**config.mk**
```make
export PLATFORM = sky130hd
export DESIGN_NAME = iob_uart16550_tx_streamer
export DESIGN_NICKNAME = d
export VERILOG_FILES = /design/src/rtl/iob_uart16550_tx_streamer.sv
export SDC_FILE = /design/constraint.sdc
export NUM_CORES = 1
export LEC_CHECK = 0
export CORE_MARGIN = 2
export CORE_UTILIZATION = 54
export CTS_CLUSTER_SIZE = 40
export DETAILED_ROUTE_END_ITERATION = 16
export HOLD_SLACK_MARGIN = 0.12
export PLACE_DENSITY = 0.87
export SLEW_MARGIN = 10
export SYNTH_ARGS = -nofsm -noshare
export SYNTH_HDL_FRONTEND = slang
export SYNTH_SLANG_ARGS = --single-unit
```
**constraint.sdc**
```tcl
create_clock -name clk_i -period 6.6 [get_ports clk_i]
set_clock_uncertainty 0.05 [all_clocks]
set_input_delay 1.32 -clock clk_i [delete_from_list [all_inputs] [get_ports clk_i]]
set_output_delay 1.32 -clock clk_i [all_outputs]
set_load 0.01 [all_outputs]
```
**src/rtl/iob_uart16550_tx_streamer.sv**
```systemverilog
// iob_uart16550_tx_streamer
//
// IOb master that sets up an iob_uart16550 for transmit-only use. After
// reset it writes the divisor latch, line control and FIFO control registers.
// It then queues stream bytes in a local FIFO and writes them to THR in
// bursts. Each burst is gated by an LSR read that reports THRE=1.
//
// Optional feature macro: UART_STREAMER_CNT_EN adds tx_count_o, a 32-bit
// wrapping count of accepted THR writes. Configuration writes are not counted.
//
// Ports:
//   clk_i, arst_i        clock, asynchronous active-high reset
//   cke_i                clock enable; all state holds while low
//   s_data_i/s_valid_i   input byte stream; s_ready_o = FIFO not full
//   iob_avalid_o, iob_addr_o, iob_wdata_o, iob_wstrb_o
//                        registered IOb request (wstrb = 0 for reads)
//   iob_ready_i          request accepted when high with avalid
//   iob_rvalid_i, iob_rdata_i
//                        read response
//   init_done_o          configuration sequence complete
//   busy_o               FIFO non-empty or IOb transaction outstanding
//   level_o              FIFO occupancy
//   tx_count_o           (UART_STREAMER_CNT_EN only) accepted THR writes
//
// States:
//   CFG      | five configuration writes, indexed by cfg_idx
//   IDLE     | waiting for the FIFO to hold data
//   LSR_REQ  | LSR read request presented on the bus
//   LSR_WAIT | read accepted; waiting for rvalid, then test THRE
//   TX       | THR writes from the FIFO head, up to TX_BURST of them
module iob_uart16550_tx_streamer #(
  parameter int          ADDR_W   = 32,
  parameter int          DATA_W   = 32,
  parameter logic [15:0] DIV      = 16'd2,
  parameter logic [7:0]  LCR_VAL  = 8'h03,
  parameter int          FIFO_AW  = 4,
  parameter int          TX_BURST = 16
) (
  input  logic                  clk_i,
  input  logic                  arst_i,
  input  logic                  cke_i,
  input  logic [7:0]            s_data_i,
  input  logic                  s_valid_i,
  output logic                  s_ready_o,
  output logic                  iob_avalid_o,
  output logic [ADDR_W-1:0]     iob_addr_o,
  output logic [DATA_W-1:0]     iob_wdata_o,
  output logic [DATA_W/8-1:0]   iob_wstrb_o,
  input  logic                  iob_ready_i,
  input  logic                  iob_rvalid_i,
  input  logic [DATA_W-1:0]     iob_rdata_i,
  output logic                  init_done_o,
  output logic                  busy_o,
  output logic [FIFO_AW:0]      level_o
`ifdef UART_STREAMER_CNT_EN
  ,output logic [31:0]          tx_count_o
`endif
);

  localparam int DEPTH = 2 ** FIFO_AW;
  localparam int SW    = DATA_W / 8;
  localparam int BW    = $clog2(TX_BURST + 1);

  typedef enum logic [2:0] {CFG, IDLE, LSR_REQ, LSR_WAIT, TX} state_t;

  state_t              state_q, state_d;
  logic [2:0]          cfg_idx_q, cfg_idx_d, cfg_sel;
  logic [BW-1:0]       burst_q, burst_d;
  logic                init_done_q, init_done_d;
  logic                avalid_q, avalid_d;
  logic [ADDR_W-1:0]   addr_q, addr_d, cfg_addr;
  logic [DATA_W-1:0]   wdata_q, wdata_d, cfg_wdata;
  logic [SW-1:0]       wstrb_q, wstrb_d, cfg_wstrb;

  logic [7:0]          mem [DEPTH];
  logic [FIFO_AW-1:0]  wr_ptr_q, rd_ptr_q, rd_ptr_nxt;
  logic [FIFO_AW:0]    level_q;
  logic                push, pop, accept;
  logic [7:0]          head, next_head;
  logic                unused_rdata;

  assign unused_rdata = ^{iob_rdata_i[DATA_W-1:14], iob_rdata_i[12:0]};

  assign accept     = avalid_q & iob_ready_i;
  assign s_ready_o  = (level_q != (FIFO_AW+1)'(DEPTH));
  assign push       = cke_i & s_valid_i & s_ready_o;
  assign pop        = cke_i & (state_q == TX) & accept;
  assign rd_ptr_nxt = rd_ptr_q + FIFO_AW'(1);
  assign head       = mem[rd_ptr_q];
  // With one byte left, the only way a burst continues is a same-cycle
  // push; that byte is not in the array yet, so forward it directly.
  assign next_head  = (level_q == (FIFO_AW+1)'(1)) ? s_data_i : mem[rd_ptr_nxt];

  // Index of the configuration write to present next cycle.
  assign cfg_sel = accept ? cfg_idx_q + 3'd1 : cfg_idx_q;

  always_comb begin
    cfg_addr  = '0;
    cfg_wstrb = '0;
    cfg_wdata = '0;
    case (cfg_sel)
      3'd0: begin
        cfg_addr  = ADDR_W'(3);
        cfg_wstrb = SW'(4'b1000);
        cfg_wdata = DATA_W'({LCR_VAL | 8'h80, 24'h0});
      end
      3'd1: begin
        cfg_addr  = ADDR_W'(0);
        cfg_wstrb = SW'(4'b0001);
        cfg_wdata = DATA_W'({24'h0, DIV[7:0]});
      end
      3'd2: begin
        cfg_addr  = ADDR_W'(1);
        cfg_wstrb = SW'(4'b0010);
        cfg_wdata = DATA_W'({16'h0, DIV[15:8], 8'h0});
      end
      3'd3: begin
        cfg_addr  = ADDR_W'(3);
        cfg_wstrb = SW'(4'b1000);
        cfg_wdata = DATA_W'({LCR_VAL, 24'h0});
      end
      3'd4: begin
        cfg_addr  = ADDR_W'(2);
        cfg_wstrb = SW'(4'b0100);
        cfg_wdata = DATA_W'(32'h0007_0000);
      end
      default: ;
    endcase
  end

  always_comb begin
    state_d     = state_q;
    cfg_idx_d   = cfg_idx_q;
    burst_d     = burst_q;
    init_done_d = init_done_q;
    avalid_d    = avalid_q;
    addr_d      = addr_q;
    wdata_d     = wdata_q;
    wstrb_d     = wstrb_q;
    unique case (state_q)
      CFG: begin
        if (accept && cfg_idx_q == 3'd4) begin
          state_d     = IDLE;
          avalid_d    = 1'b0;
          init_done_d = 1'b1;
        end else begin
          avalid_d  = 1'b1;
          cfg_idx_d = cfg_sel;
          addr_d    = cfg_addr;
          wdata_d   = cfg_wdata;
          wstrb_d   = cfg_wstrb;
        end
      end
      IDLE: begin
        if (level_q != '0) begin
          state_d  = LSR_REQ;
          avalid_d = 1'b1;
          addr_d   = ADDR_W'(5);
          wdata_d  = '0;
          wstrb_d  = '0;
        end
      end
      LSR_REQ: begin
        if (accept) begin
          state_d  = LSR_WAIT;
          avalid_d = 1'b0;
        end
      end
      LSR_WAIT: begin
        if (iob_rvalid_i) begin
          if (iob_rdata_i[13]) begin
            state_d  = TX;
            burst_d  = BW'(TX_BURST);
            avalid_d = 1'b1;
            addr_d   = ADDR_W'(0);
            wstrb_d  = SW'(1);
            wdata_d  = DATA_W'(head);
          end else begin
            state_d = IDLE;
          end
        end
      end
      TX: begin
        if (accept) begin
          burst_d = burst_q - BW'(1);
          if (burst_q == BW'(1) || (level_q == (FIFO_AW+1)'(1) && !push)) begin
            state_d  = IDLE;
            avalid_d = 1'b0;
          end else begin
            wdata_d = DATA_W'(next_head);
          end
        end
      end
      default: state_d = CFG;
    endcase
  end

  always_ff @(posedge clk_i or posedge arst_i) begin
    if (arst_i) begin
      state_q     <= CFG;
      cfg_idx_q   <= '0;
      burst_q     <= '0;
      init_done_q <= 1'b0;
      avalid_q    <= 1'b0;
      addr_q      <= '0;
      wdata_q     <= '0;
      wstrb_q     <= '0;
    end else if (cke_i) begin
      state_q     <= state_d;
      cfg_idx_q   <= cfg_idx_d;
      burst_q     <= burst_d;
      init_done_q <= init_done_d;
      avalid_q    <= avalid_d;
      addr_q      <= addr_d;
      wdata_q     <= wdata_d;
      wstrb_q     <= wstrb_d;
    end
  end

  // FIFO storage is not reset; flushing the pointers empties it.
  always_ff @(posedge clk_i) begin
    if (push) mem[wr_ptr_q] <= s_data_i;
  end

  always_ff @(posedge clk_i or posedge arst_i) begin
    if (arst_i) begin
      wr_ptr_q <= '0;
      rd_ptr_q <= '0;
      level_q  <= '0;
    end else begin
      if (push) wr_ptr_q <= wr_ptr_q + FIFO_AW'(1);
      if (pop)  rd_ptr_q <= rd_ptr_nxt;
      case ({push, pop})
        2'b10:   level_q <= level_q + (FIFO_AW+1)'(1);
        2'b01:   level_q <= level_q - (FIFO_AW+1)'(1);
        default: level_q <= level_q;
      endcase
    end
  end

`ifdef UART_STREAMER_CNT_EN
  logic [31:0] tx_count_q;

  always_ff @(posedge clk_i or posedge arst_i) begin
    if (arst_i)   tx_count_q <= '0;
    else if (pop) tx_count_q <= tx_count_q + 32'd1;
  end

  assign tx_count_o = tx_count_q;
`endif

  assign iob_avalid_o = avalid_q;
  assign iob_addr_o   = addr_q;
  assign iob_wdata_o  = wdata_q;
  assign iob_wstrb_o  = wstrb_q;
  assign init_done_o  = init_done_q;
  assign level_o      = level_q;
  assign busy_o       = (level_q != '0) | avalid_q | (state_q == LSR_WAIT);

endmodule

```
**Yosys cells after proc, flatten, opt, wreduce, memory -nomap -nowiden**

Memories as Yosys holds them, arrays and structs flattened.
Cells that the tools add are included.

- Register bits: 94
- Memory bits (writable): 128
- Input port bits: 46
- Output and inout bits: 77
- Word-level logic and storage cells: 114
- Memories kept: 1

- Add/sub/neg operators: 6
- Equal/unequal tests: 23
- Muxes and demuxes: 45
- Bitwise logic cells: 8
- Reduce and logical (&&, ||, !) cells: 20

Memories:

| name | depth | bits a word | read ports | clocked after Yosys merged registers in | wr ports | RTL line | text |
|---|---|---|---|---|---|---|---|
| mem | 16 | 8 | 2 | 0 | 1 | 75 | `logic [7:0] mem [DEPTH];` |

Operator list:

| kind | count |
|---|---|
| 32-bit 2-to-1 mux | 10 |
| 32-bit case mux with 4 select lines | 2 |
| 32-bit case mux with 3 select lines | 1 |
| 3-bit 2-to-1 mux | 8 |
| 5-bit case mux with 2 select lines | 2 |
| 4-bit 2-to-1 mux | 4 |
| 2-bit inequality test, second input constant | 8 |
| 4-bit case mux with 4 select lines | 1 |
| 8-bit AND reduction | 2 |
| 5-bit 2-to-1 mux | 3 |
| 3-bit case mux with 5 select lines | 1 |
| 3-bit by 2-bit equality test with 1-bit output, second input constant | 4 |
| 4-bit case mux with 3 select lines | 1 |
| 5-bit by 1-bit equality test with 1-bit output, second input constant | 2 |
| 5-bit nonzero test | 2 |
| 5-bit by 1-bit subtractor with 5-bit output, second input constant | 2 |
| 3-bit equality test, second input constant | 3 |
| 1-bit 2-to-1 mux | 9 |
| 4-bit by 1-bit adder with 4-bit output, second input constant | 2 |
| 8-bit 2-to-1 mux | 1 |
| 7-bit AND reduction | 1 |
| 3-bit by 1-bit equality test with 1-bit output, second input constant | 2 |
| 3-bit zero test | 2 |
| 2-bit case mux with 3 select lines | 1 |
| 20 further kinds | 28 |

**Longest topological paths before layout**

Gate-level depths: netlist (run 1).

- Depth in word-level cells: 8
- Mapped depth: 12
- Gate-level depth less buffers: 11

**Worst setup path after synthesis (run 1)**

Ideal clock, no wire load.

- Path type: input to register
- Start point: in s_valid_i
- End point: mem mem[3][0], enable pin
- Setup time: 0.383 ns
- Data arrival time: 2.533 ns
- Data required time: 6.167 ns
- Setup slack: 3.634 ns
- Cell stages on the path: 5
- Path buffers: 1
- Cells stage by stage: nand2_1 nor2b_1 clkbuf_1 nand2_1 nor3_1

- Cells in the longest elaborated chain, start to end: 4

Ends and longest elaborated chain:

| element | RTL line | text |
|---|---|---|
| start: declaration | 43 | `input logic s_valid_i,` |
| 1-bit AND (2 in series) | 86 | `assign push = cke_i & s_valid_i & s_ready_o;` |
| 1-bit 2-to-1 mux | 222 | `if (push) mem[wr_ptr_q] <= s_data_i;` |
| 1-bit 2-to-1 mux (implied by the code) | 222 |  |
| end: declaration | 75 |  |

Every way passes these cells.

**Worst setup path after layout (run 1)**

- Start point: reg level_q[0] (netlist: level_o[0])
- End point: out busy_o

- Cells in the longest elaborated chain, start to end: 3

Ends and longest elaborated chain:

| element | RTL line | text |
|---|---|---|
| start: declaration | 77 | `logic [FIFO_AW:0] level_q;` |
| start signal: assignment | 234 | `2'b10: level_q <= level_q + (FIFO_AW+1)'(1);` |
| start signal: assignment | 235 | `2'b01: level_q <= level_q - (FIFO_AW+1)'(1);` |
| start signal: assignment | 236 | `default: level_q <= level_q;` |
| 5-bit nonzero test | 258 | `assign busy_o = (level_q != '0) \| avalid_q \| (state_q == LSR_WAIT);` |
| 1-bit bitwise OR (2 in series) | 258 |  |
| end: declaration | 53 | `output logic busy_o,` |

Every way passes these cells.

==> results_dict.tcl, run 1 <==
set metrics [dict create \
    die-area_um2 17600 \
    pre_cts_ws_ps 2460 \
    drt_pass1_iterations 5 \
    synth_edf_count 128 \
    fmax_mhz 267 \
    holdCritStartpoint "init_done_o$_DFFE_PP0P_" \
    synth_top_family_by_area "multiplexers" \
    critPathLaunchType "flip-flop" \
    ys_seq_elements 172 \
    cp.depth 5 \
    p_leak_nw 3.57 \
    num_vias 5631 \
    post_dp_cell_area_um2 9290 \
    end_kind "primary output" \
    path_clk_slew_ps 70 \
    htreeDepth 4 \
    die_h_um 133 \
    port_buffers 44 \
    synthesis.area_um2 8930 \
    r2r-start "rd_ptr_q[0]$_DFFE_PP0P_" \
    critical_path_class "reg2out" \
    n_fill_cell 1138 \
    initial_core_util_pct 54.7 \
    wl_met2_mm 9.93 \
    worstPathCellList "inv_1 > ha_1 > nor4b_1 > nand3b_1 > clkdlybuf4s50_1" \
    grt_usage_pct 23.5 \
    critPathRequiredTime_ps 5230 \
    fin_setup_tns_ps 0 \
    hold_violations 0 \
    grt_first_pass_wirelength_mm 31.1 \
    cts_resized 0 \
    synthAdderAreaFrac_pct 1.96 \
    insertion_delay_ps 440 \
    cts_tree "built" \
    multiInputGateArea_um2 3510 \
    yosys-top-cells-count "edfxtp_1, nand2_1, mux4_2" \
    drc 0 \
    synth-main-ff-cell "edfxtp_1" \
    ys_seq_area_share_pct 55.3 \
    worst_pin_slew_ps 1160 \
    yosys.area.top_type "edfxtp_1" \
    ys_warn_count 0 \
    slew-limit-headroom_pct 22.6 \
    core_um2 16300 \
    postSynthAreaPerCell_um2 14.3 \
    reg2reg_depth 7 \
    worstHoldPathCells 1 \
    wl_per_cell_um 22.2 \
    yosys.area_share.simple_pct 9.09 \
    fin_ws_ps 2850 \
    crit_buf_inv 2 \
    die_w_um 133 \
    syn_to_final_growth_pct 10.1 \
    drive_above_1_share_pct 17.1 \
    clock-sinks 172 \
    synth_compound_area_share_pct 5.42 \
    finalSetupViolCount 0 \
    synth_top_area_share_pct 43.0 \
    synth_most_common_cell "edfxtp_1" \
    muxShareOfSynthArea_pct 18.5 \
    rsz0062_at_grt "no" \
    routed_wl_mm 19.8 \
    synth_top_cells_by_area "edfxtp_1, mux4_2, dfrtp_1" \
    crit_fanout 7 \
    drv_slew 0 \
    n_antenna_cell 0 \
    antenna_found_initial 0 \
    synthArstFlopShare_pct 25.6 \
    cts_inserted_buffers 17 \
    drtAntennaViolNets 0 \
    ios 123 \
    min_period_ps 3750 \
    vdd_ir_drop_max_mv 0.221 \
    status "finished clean" \
    synth-xor-area-share_pct 2.25 \
    slowest_stage "nor4b_1" \
    top_layer "met4" \
    fin_area_um2 9840 \
    clock_path_buffers 2 \
    final-seq-area_um2 4950 \
    drt_iter0_drc 752 \
    worst_ep_arrival_time_ps 2380 \
    synth_cells 627 \
    grt_max_degree 63 \
    synth_cell_types 59 \
    grt_pass1_vias 5546 \
    powerDensity_nw_per_um2 416 \
    vias_per_cell 6.30 \
    overflow 0 \
    fp-row-count 47 \
    dp_hpwl_mm 13.1 \
    max_stage_delay_ps 530 \
    postCtsSetupBuffers 0 \
    crit_path_start "level_o[0]$_DFFE_PP0P_" \
    fin_nets 721 \
    utilization_pct 60.2 \
    maxCapViolCount 0 \
    hold_buffers 0 \
    cp_top_family "simple AND/OR/NAND/NOR gates" \
    met3_length_mm 1.90 \
    root_buffer "clkbuf_16" \
    min_path_type "reg2reg" \
    min_period_over_period_pct 56.8 \
    met1_length_mm 7.30 \
    place.gp.congestion 0.966 \
]
[layout make-up]
class / instances / share of cell area [%]
clock inverter: 15 / 1.30
multi-input combinational: 403 / 35.6
sequential: 172 / 50.3
timing repair buffer: 52 / 5.09
clock buffer: 17 / 4.32
tap: 220 / 2.80
inverter: 15 / 0.572
[metrics by stage]
step | hold WS, ps | power [mW] | instances
2_1_floorplan | 438 | 2.76 | 673
3_3_place_gp | 411 | 3.06 | 862
3_5_place_dp | 410 | 3.15 | 862
4_1_cts | 425 | 4.09 | 894
5_1_grt | 447 | 4.29 | 894
6_report | 423 | 4.10 | 894
[kinds of logic (layout without fill, tap and decap cells)]
kind of cell             count (synthesis)  count (layout)
buffers and inverters                   98              99
other                                    1              47
adder cells (fa/ha/maj)                 14              14
flip-flops                             172             172
AND/OR/NAND/NOR                        171             171
AO/OA/AOI/OAI                           74              74
multiplexers                            74              74
XOR/XNOR                                23              23
[sequential cells by signal (all words and copies together), names as in the netlist]
signal / flops
cfg_idx_q: 3
init_done_o: 1
iob_avalid_o: 1
level_o: 5
rd_ptr_q: 4
iob_wdata_o: 11
iob_wstrb_o: 4
iob_addr_o: 3
mem: 128
wr_ptr_q: 4
burst_q: 5
state_q: 3
[cells in the final DEF (no fill, tap or decap), drive strengths merged, types with 3 or more instances in the layout]
| cell | synthesis | final |
|---|---|---|
| edfxtp | 128 | 128 |
| nand2 | 81 | 81 |
| mux4 | 70 | 70 |
| conb | 1 | 47 |
| clkdlybuf4s50 | 0 | 44 |
| dfrtp | 44 | 44 |
| nor2 | 32 | 32 |
| inv | 15 | 24 |
| nand3 | 22 | 22 |
| a21oi | 21 | 21 |
| clkbuf | 6 | 17 |
| ha | 14 | 14 |
| o21ai | 13 | 13 |
| xnor2 | 12 | 12 |
| xor2 | 11 | 11 |
| nor3 | 8 | 8 |
| buf | 77 | 8 |
| a31oi | 7 | 7 |
| o31ai | 6 | 6 |
| a211oi | 6 | 6 |
| and2 | 4 | 4 |
| nor2b | 4 | 4 |
| o22ai | 4 | 4 |
| nor4b | 4 | 4 |
| clkinv | 0 | 4 |
| nand3b | 3 | 3 |
| nand4 | 3 | 3 |
| a22oi | 3 | 3 |
| nand2b | 3 | 3 |
| mux2i | 3 | 3 |
[path summary, 6_finish.rpt]
path	to	slack, ps
max in group asynchronous	rd_ptr_q[1]$_DFFE_PP0P_	4500
min	init_done_o$_DFFE_PP0P_	420
max	busy_o	2850
min reg2reg	init_done_o$_DFFE_PP0P_	420
max reg2reg	iob_wdata_o[1]$_DFFE_PP0P_	3210
min in group asynchronous	cfg_idx_q[2]$_DFFE_PP0P_	1350
[where the power goes]
part           internal [mW]  switching, mW
combinational          0.812          0.842
clock                  0.494          0.451
sequential              1.32          0.178
[layer usage]
metal  GRT usage, %  vias up
met5              0        -
met4           11.1        0
met3           5.13       55
met2           38.4      381
met1           30.4     2822
li1               -     2373
Note: power is estimated with default switching activity, not from simulation.
==> run 2: changes to the inputs <==
CORE_UTILIZATION = 50   (was 54)
PLACE_DENSITY = 0.85   (was 0.87)
clock period = 3.4 ns   (was 6.6 ns; I/O delays follow)
==> run 2 against run 1 <==
Compared with the run above:
- wire length is 1.9% higher
- combinational power increased by 98%
- clock-buffer cell count increased by 1
- flip-flop and latch count unchanged
- worst setup slack worse by 2700 ps
- register-to-register slack lost 2700 ps
- die area rose by 7.8%
- final cell count up 4.3%
- critical path depth unchanged
- non-clock buffer count increased by 33
- sequential share of layout area fell by 1.6 points
- first-iteration DRC count down 20%
- critical path type unchanged
- highest routed layer unchanged
==> results_dict.tcl, run 2 (synthesis results as in run 1) <==
set metrics [dict create \
    rsz0062_at_grt "no" \
    hold_buffers 0 \
    place.gp.congestion 0.865 \
    vdd_ir_drop_max_mv 0.596 \
    die-area_um2 19000 \
    p_leak_nw 3.77 \
    p_seq_share_pct 35.5 \
    min_period_over_period_pct 96.7 \
    final_cell_mix "edfxtp_1, nand2_1, mux4_2" \
    finalSetupViolCount 0 \
    drive_above_1_share_pct 20.9 \
    crit_path_start "level_o[0]$_DFFE_PP0P_" \
    drc 0 \
    crit_fanout 7 \
    intPower_mw 5.38 \
    cts_tree "built" \
    grt_max_degree 35 \
    multiInputGateArea_um2 3500 \
    holdCritStartpoint "init_done_o$_DFFE_PP0P_" \
    worst_pin_slew_ps 769 \
    core_um2 17400 \
    n_fill_cell 1266 \
    r2r_end "iob_wdata_o[1]$_DFFE_PP0P_" \
    clkPwrFrac_pct 24.6 \
    fp-row-count 48 \
    fmax_mhz 304 \
    die_h_um 138 \
    min_period_ps 3290 \
    routed_wl_mm 20.2 \
    min_to "init_done_o$_DFFE_PP0P_" \
    grt_pass1_vias 5683 \
    fin_nets 754 \
    htreeDepth 4 \
    insertion_delay_ps 430 \
    largest_reg_flops 128 \
    drv_slew 0 \
    drtAntennaViolNets 0 \
    num_vias 5709 \
    path_clk_slew_ps 70 \
    drt_pass1_iterations 7 \
    drt_iter0_drc 605 \
    ios 123 \
    r2r-start "level_o[0]$_DFFE_PP0P_" \
    overflow 0 \
    hold_violations 0 \
    utilization_pct 58.5 \
    syn_to_final_growth_pct 13.7 \
    vias_per_cell 6.13 \
    top_register "mem" \
    final-seq-area_um2 4950 \
    grt_usage_pct 22.6 \
    status "finished clean" \
    switching_share_pct 34.3 \
    p_switching_mw 2.81 \
    grt_first_pass_wirelength_mm 30.9 \
    wl_per_cell_um 21.7 \
    pwr-share-comb_pct 39.8 \
    end_kind "primary output" \
    root_buffer "clkbuf_16" \
    reg2reg_slack_ps 550 \
    fin_setup_tns_ps 0 \
    reg2reg_depth 8 \
    cts_inserted_buffers 17 \
    cts_resized 0 \
    worst_ep_arrival_time_ps 2560 \
    worstHoldPathCells 1 \
    maxCapViolCount 0 \
    die_w_um 138 \
    critical_path_class "reg2out" \
    critPathRequiredTime_ps 2670 \
    postCtsSetupBuffers 0 \
    clock-sinks 172 \
    slew-limit-headroom_pct 48.0 \
    clock_path_buffers 2 \
    mostFrequentLayoutCell "edfxtp_1" \
    n_antenna_cell 0 \
    min_path_type "reg2reg" \
    initial_core_util_pct 51.5 \
    port_buffers 44 \
    antenna_found_initial 0 \
    powerDensity_nw_per_um2 806 \
    dp_hpwl_mm 14.0 \
    critPathLaunchType "flip-flop" \
]
run 2: layout make-up:
cell class	instances	share of cell area, %
Sequential cell	172	48.7
Multi-Input combinational cell	403	34.5
Timing Repair Buffer	85	7.36
Clock buffer	18	4.32
Tap cell	225	2.77
Clock inverter	14	1.80
Inverter	15	0.554
run 2: critical path, stage by stage (launching register included):
cell and delay (ps):
dfrtp_1 470, inv_1 120, ha_1 180, nor4b_1 640, nand3b_1 200, clkdlybuf4s50_1 520
run 2: worst max-delay path by stage:
stage,end,cells past startpoint
after floorplan,mem[3][0]$_DFFE_PP_,7
after global placement,iob_wdata_o[31]$_DFFE_PP0P_,6
after detailed placement,iob_wdata_o[1]$_DFFE_PP0P_,7
after CTS,busy_o,5
after global routing,busy_o,5
final,busy_o,5
run 2: power groups by stage:
stage | Sequential [mW] | Combinational (mW) | Clock (mW)
2_1_floorplan | 2.84 | 2.52 | 0
3_3_place_gp | 2.90 | 3.10 | 0
3_5_place_dp | 2.94 | 3.24 | 0
4_1_cts | 2.91 | 3.27 | 2.05
5_1_grt | 2.96 | 3.51 | 2.13
6_report | 2.91 | 3.26 | 2.02
run 2: metrics by stage:
step / area (um2) / hold WS, ps / instances / total power, mW / setup WS (ps)
after floorplan: 9110 / 438 / 673 / 5.36 / 857
after global placement: 9540 / 414 / 900 / 6.01 / 444
after detailed placement: 9540 / 409 / 900 / 6.18 / 380
after CTS: 10200 / 426 / 932 / 8.22 / 234
after global routing: 10200 / 447 / 932 / 8.60 / 59.8
final: 10200 / 425 / 932 / 8.19 / 113
run 2: layer usage:
layer	global-route usage (%)	wire length (um)
met1	27.9	7370
met2	39.3	10500
met3	4.64	1770
met4	8.76	518
met5	0	0
==> run 3: changes to the inputs <==
CORE_UTILIZATION = 54   (was 50)
HOLD_SLACK_MARGIN = 0.08   (was 0.12)
MAX_ROUTING_LAYER = met4   (was not set)
PLACE_DENSITY = 0.87   (was 0.85)
clock period = 3.2 ns   (was 3.4 ns; I/O delays follow)
==> run 3 against run 2 <==
Compared with the run above:
- final cell count down 2.0%
- worst hold slack hardly changed
- critical endpoint unchanged
- flip-flop and latch count unchanged
- largest power group unchanged
- non-clock buffer count down 14
- total power increased by 5.4%
- die area fell by 7.2%
- critical path depth stayed put
- combinational power grew 8.6%
- register-to-register slack got worse by 200 ps
- first-iteration DRC count is 47% higher
- global-route usage grew 3.1 points
==> results_dict.tcl, run 3 (synthesis results as in run 1) <==
set metrics [dict create \
    status "finished clean" \
    core_um2 16300 \
    worstHoldPathCells 2 \
    syn_to_final_growth_pct 11.9 \
    clock_path_buffers 2 \
    clkPwrFrac_pct 22.8 \
    clock-sinks 172 \
    die_h_um 133 \
    reg2reg_slack_ps 350 \
    end_kind "primary output" \
    overflow 0 \
    vdd_ir_drop_max_mv 0.490 \
    fmax_mhz 342 \
    grt_first_pass_wirelength_mm 33.1 \
    crit_buf_inv 2 \
    worstPathCellList "inv_1 > ha_1 > nor4b_2 > nand3b_1 > clkdlybuf4s50_1" \
    n_fill_cell 1093 \
    rsz0062_at_grt "no" \
    drt_iter0_drc 892 \
    port_buffers 44 \
    cts_inserted_buffers 17 \
    finalSetupViolCount 0 \
    drc 0 \
    die-area_um2 17600 \
    cp_top_family "buffers and inverters" \
    grt_max_degree 62 \
    r2r_end "iob_wdata_o[1]$_DFFE_PP0P_" \
    insertion_delay_ps 430 \
    routed_wl_mm 21.3 \
    fp-row-count 47 \
    maxCapViolCount 0 \
    drive_above_1_share_pct 19.3 \
    n_antenna_cell 0 \
    mostFrequentLayoutCell "edfxtp_1" \
    die_w_um 133 \
    fin_nets 740 \
    dp_hpwl_mm 13.5 \
    critPathLaunchType "flip-flop" \
    fin_area_um2 10000 \
    place.gp.congestion 0.952 \
    final_cell_mix "edfxtp_1, nand2_1, mux4_2" \
    drt_pass1_iterations 8 \
    initial_core_util_pct 54.7 \
    p_switching_mw 3.18 \
    slowest_stage "clkdlybuf4s50_1" \
    grt_usage_pct 25.7 \
    p_leak_nw 3.68 \
    htreeDepth 4 \
    intPower_mw 5.46 \
    pwr-share-comb_pct 41.0 \
    post_dp_cell_area_um2 9430 \
    hold_violations 0 \
    top_register "mem" \
    reg2reg_depth 8 \
    worst_ep_arrival_time_ps 2230 \
    slew-limit-headroom_pct 36.4 \
    min_to "iob_wstrb_o[1]$_DFFE_PP0P_" \
    critPathRequiredTime_ps 2510 \
    drv_slew 0 \
    min_path_type "reg2reg" \
    switching_share_pct 36.8 \
    fin_setup_tns_ps 0 \
    vias_per_cell 6.49 \
    drtAntennaViolNets 0 \
    holdCritStartpoint "iob_wstrb_o[1]$_DFFE_PP0P_" \
    critical_path_class "reg2out" \
    antenna_found_initial 0 \
    max_stage_delay_ps 500 \
    min_period_over_period_pct 91.3 \
    r2r-start "rd_ptr_q[0]$_DFFE_PP0P_" \
    cts_tree "built" \
    num_vias 5929 \
    min_period_ps 2920 \
    path_clk_slew_ps 70 \
    powerDensity_nw_per_um2 864 \
    p_seq_share_pct 36.2 \
    wl_per_cell_um 23.3 \
    crit_fanout 7 \
    ios 123 \
    root_buffer "clkbuf_16" \
    grt_pass1_vias 5879 \
    worst_pin_slew_ps 953 \
    largest_reg_flops 128 \
]
run 3: cell types whose count changed in the layout (fill, tap and decap cells not counted):
| cell | change |
|---|---|
| clkinv_4 | -1 |
| buf_4 | -14 |
| inv_8 | +5 |
| bufinv_16 | -3 |
| inv_6 | +1 |
| clkbuf_8 | -1 |
| clkinvlp_4 | -2 |
| clkinv_1 | +1 |
| nor4b_1 | -1 |
| nor4b_2 | +1 |
run 3: routing by layer:
| metal | global-route usage [%] | vias up | part of all wire [%] |
|---|---|---|---|
| met5 | - | - | 0 |
| met4 | 10.9 | 0 | 3.8 |
| met3 | 5.71 | 96 | 11 |
| met2 | 40.8 | 518 | 49 |
| met1 | 32.2 | 2910 | 36 |
| li1 | - | 2405 | - |
run 3: cell type report:
type / count / area [um2] / share of cell area (%)
Inverter: 15 / 56.3 / 0.563
Multi-Input combinational cell: 403 / 3510 / 35.1
Tap cell: 220 / 275 / 2.75
Timing Repair Buffer: 71 / 643 / 6.43
Clock buffer: 17 / 425 / 4.26
Sequential cell: 172 / 4950 / 49.5
Clock inverter: 15 / 138 / 1.38
run 3: worst register-to-register path: stages (launching register included):
cell and delay (ps):
dfrtp_2 380, buf_4 750, nand3_1 340, xor2_1 230, buf_4 240, a31oi_1 220, nand3_1 140, and4_1 210
o21ai_1 190
run 3: worst max path at each step:
stage	startpoint	end	slack (ps)	cells after the start
CTS	level_o[0]$_DFFE_PP0P_	busy_o	40	5
finish	level_o[0]$_DFFE_PP0P_	busy_o	280	5
floorplan	level_o[0]$_DFFE_PP0P_	mem[3][0]$_DFFE_PP_	660	7
detailed placement	cke_i	iob_wdata_o[1]$_DFFE_PP0P_	190	7
global route	level_o[0]$_DFFE_PP0P_	busy_o	110	5
global placement	iob_ready_i	iob_wdata_o[0]$_DFFE_PP0P_	310	7
run 3: power groups by stage:
| stage | sequential (mW) | combinational (mW) | clock (mW) |
|---|---|---|---|
| finish | 3.13 | 3.54 | 1.97 |
| detailed placement | 3.14 | 3.40 | 0 |
| floorplan | 3.02 | 2.68 | 0 |
| CTS | 3.11 | 3.49 | 1.97 |
| global route | 3.17 | 3.77 | 2.06 |
| global placement | 3.10 | 3.25 | 0 |
run 3: timing repair:
item | 4_1_cts | 5_1_grt
gates resized for setup | 0 | 1
hold buffers | 0 | 0
endpoints found under the setup margin | 0 | 1
hold endpoints to repair | 0 | 0
setup buffers | 0 | 0
run 3: through the flow:
stage	total power, mW	cells	hold slack (ps)	utilization (%)	setup slack [ps]
2_1_floorplan	5.69	673	438	-	657
3_3_place_gp	6.34	881	411	57.7	310
3_5_place_dp	6.54	881	414	57.7	187
4_1_cts	8.57	913	429	61.1	40.9
5_1_grt	8.99	913	455	61.1	110
6_report	8.64	913	425	61.1	279
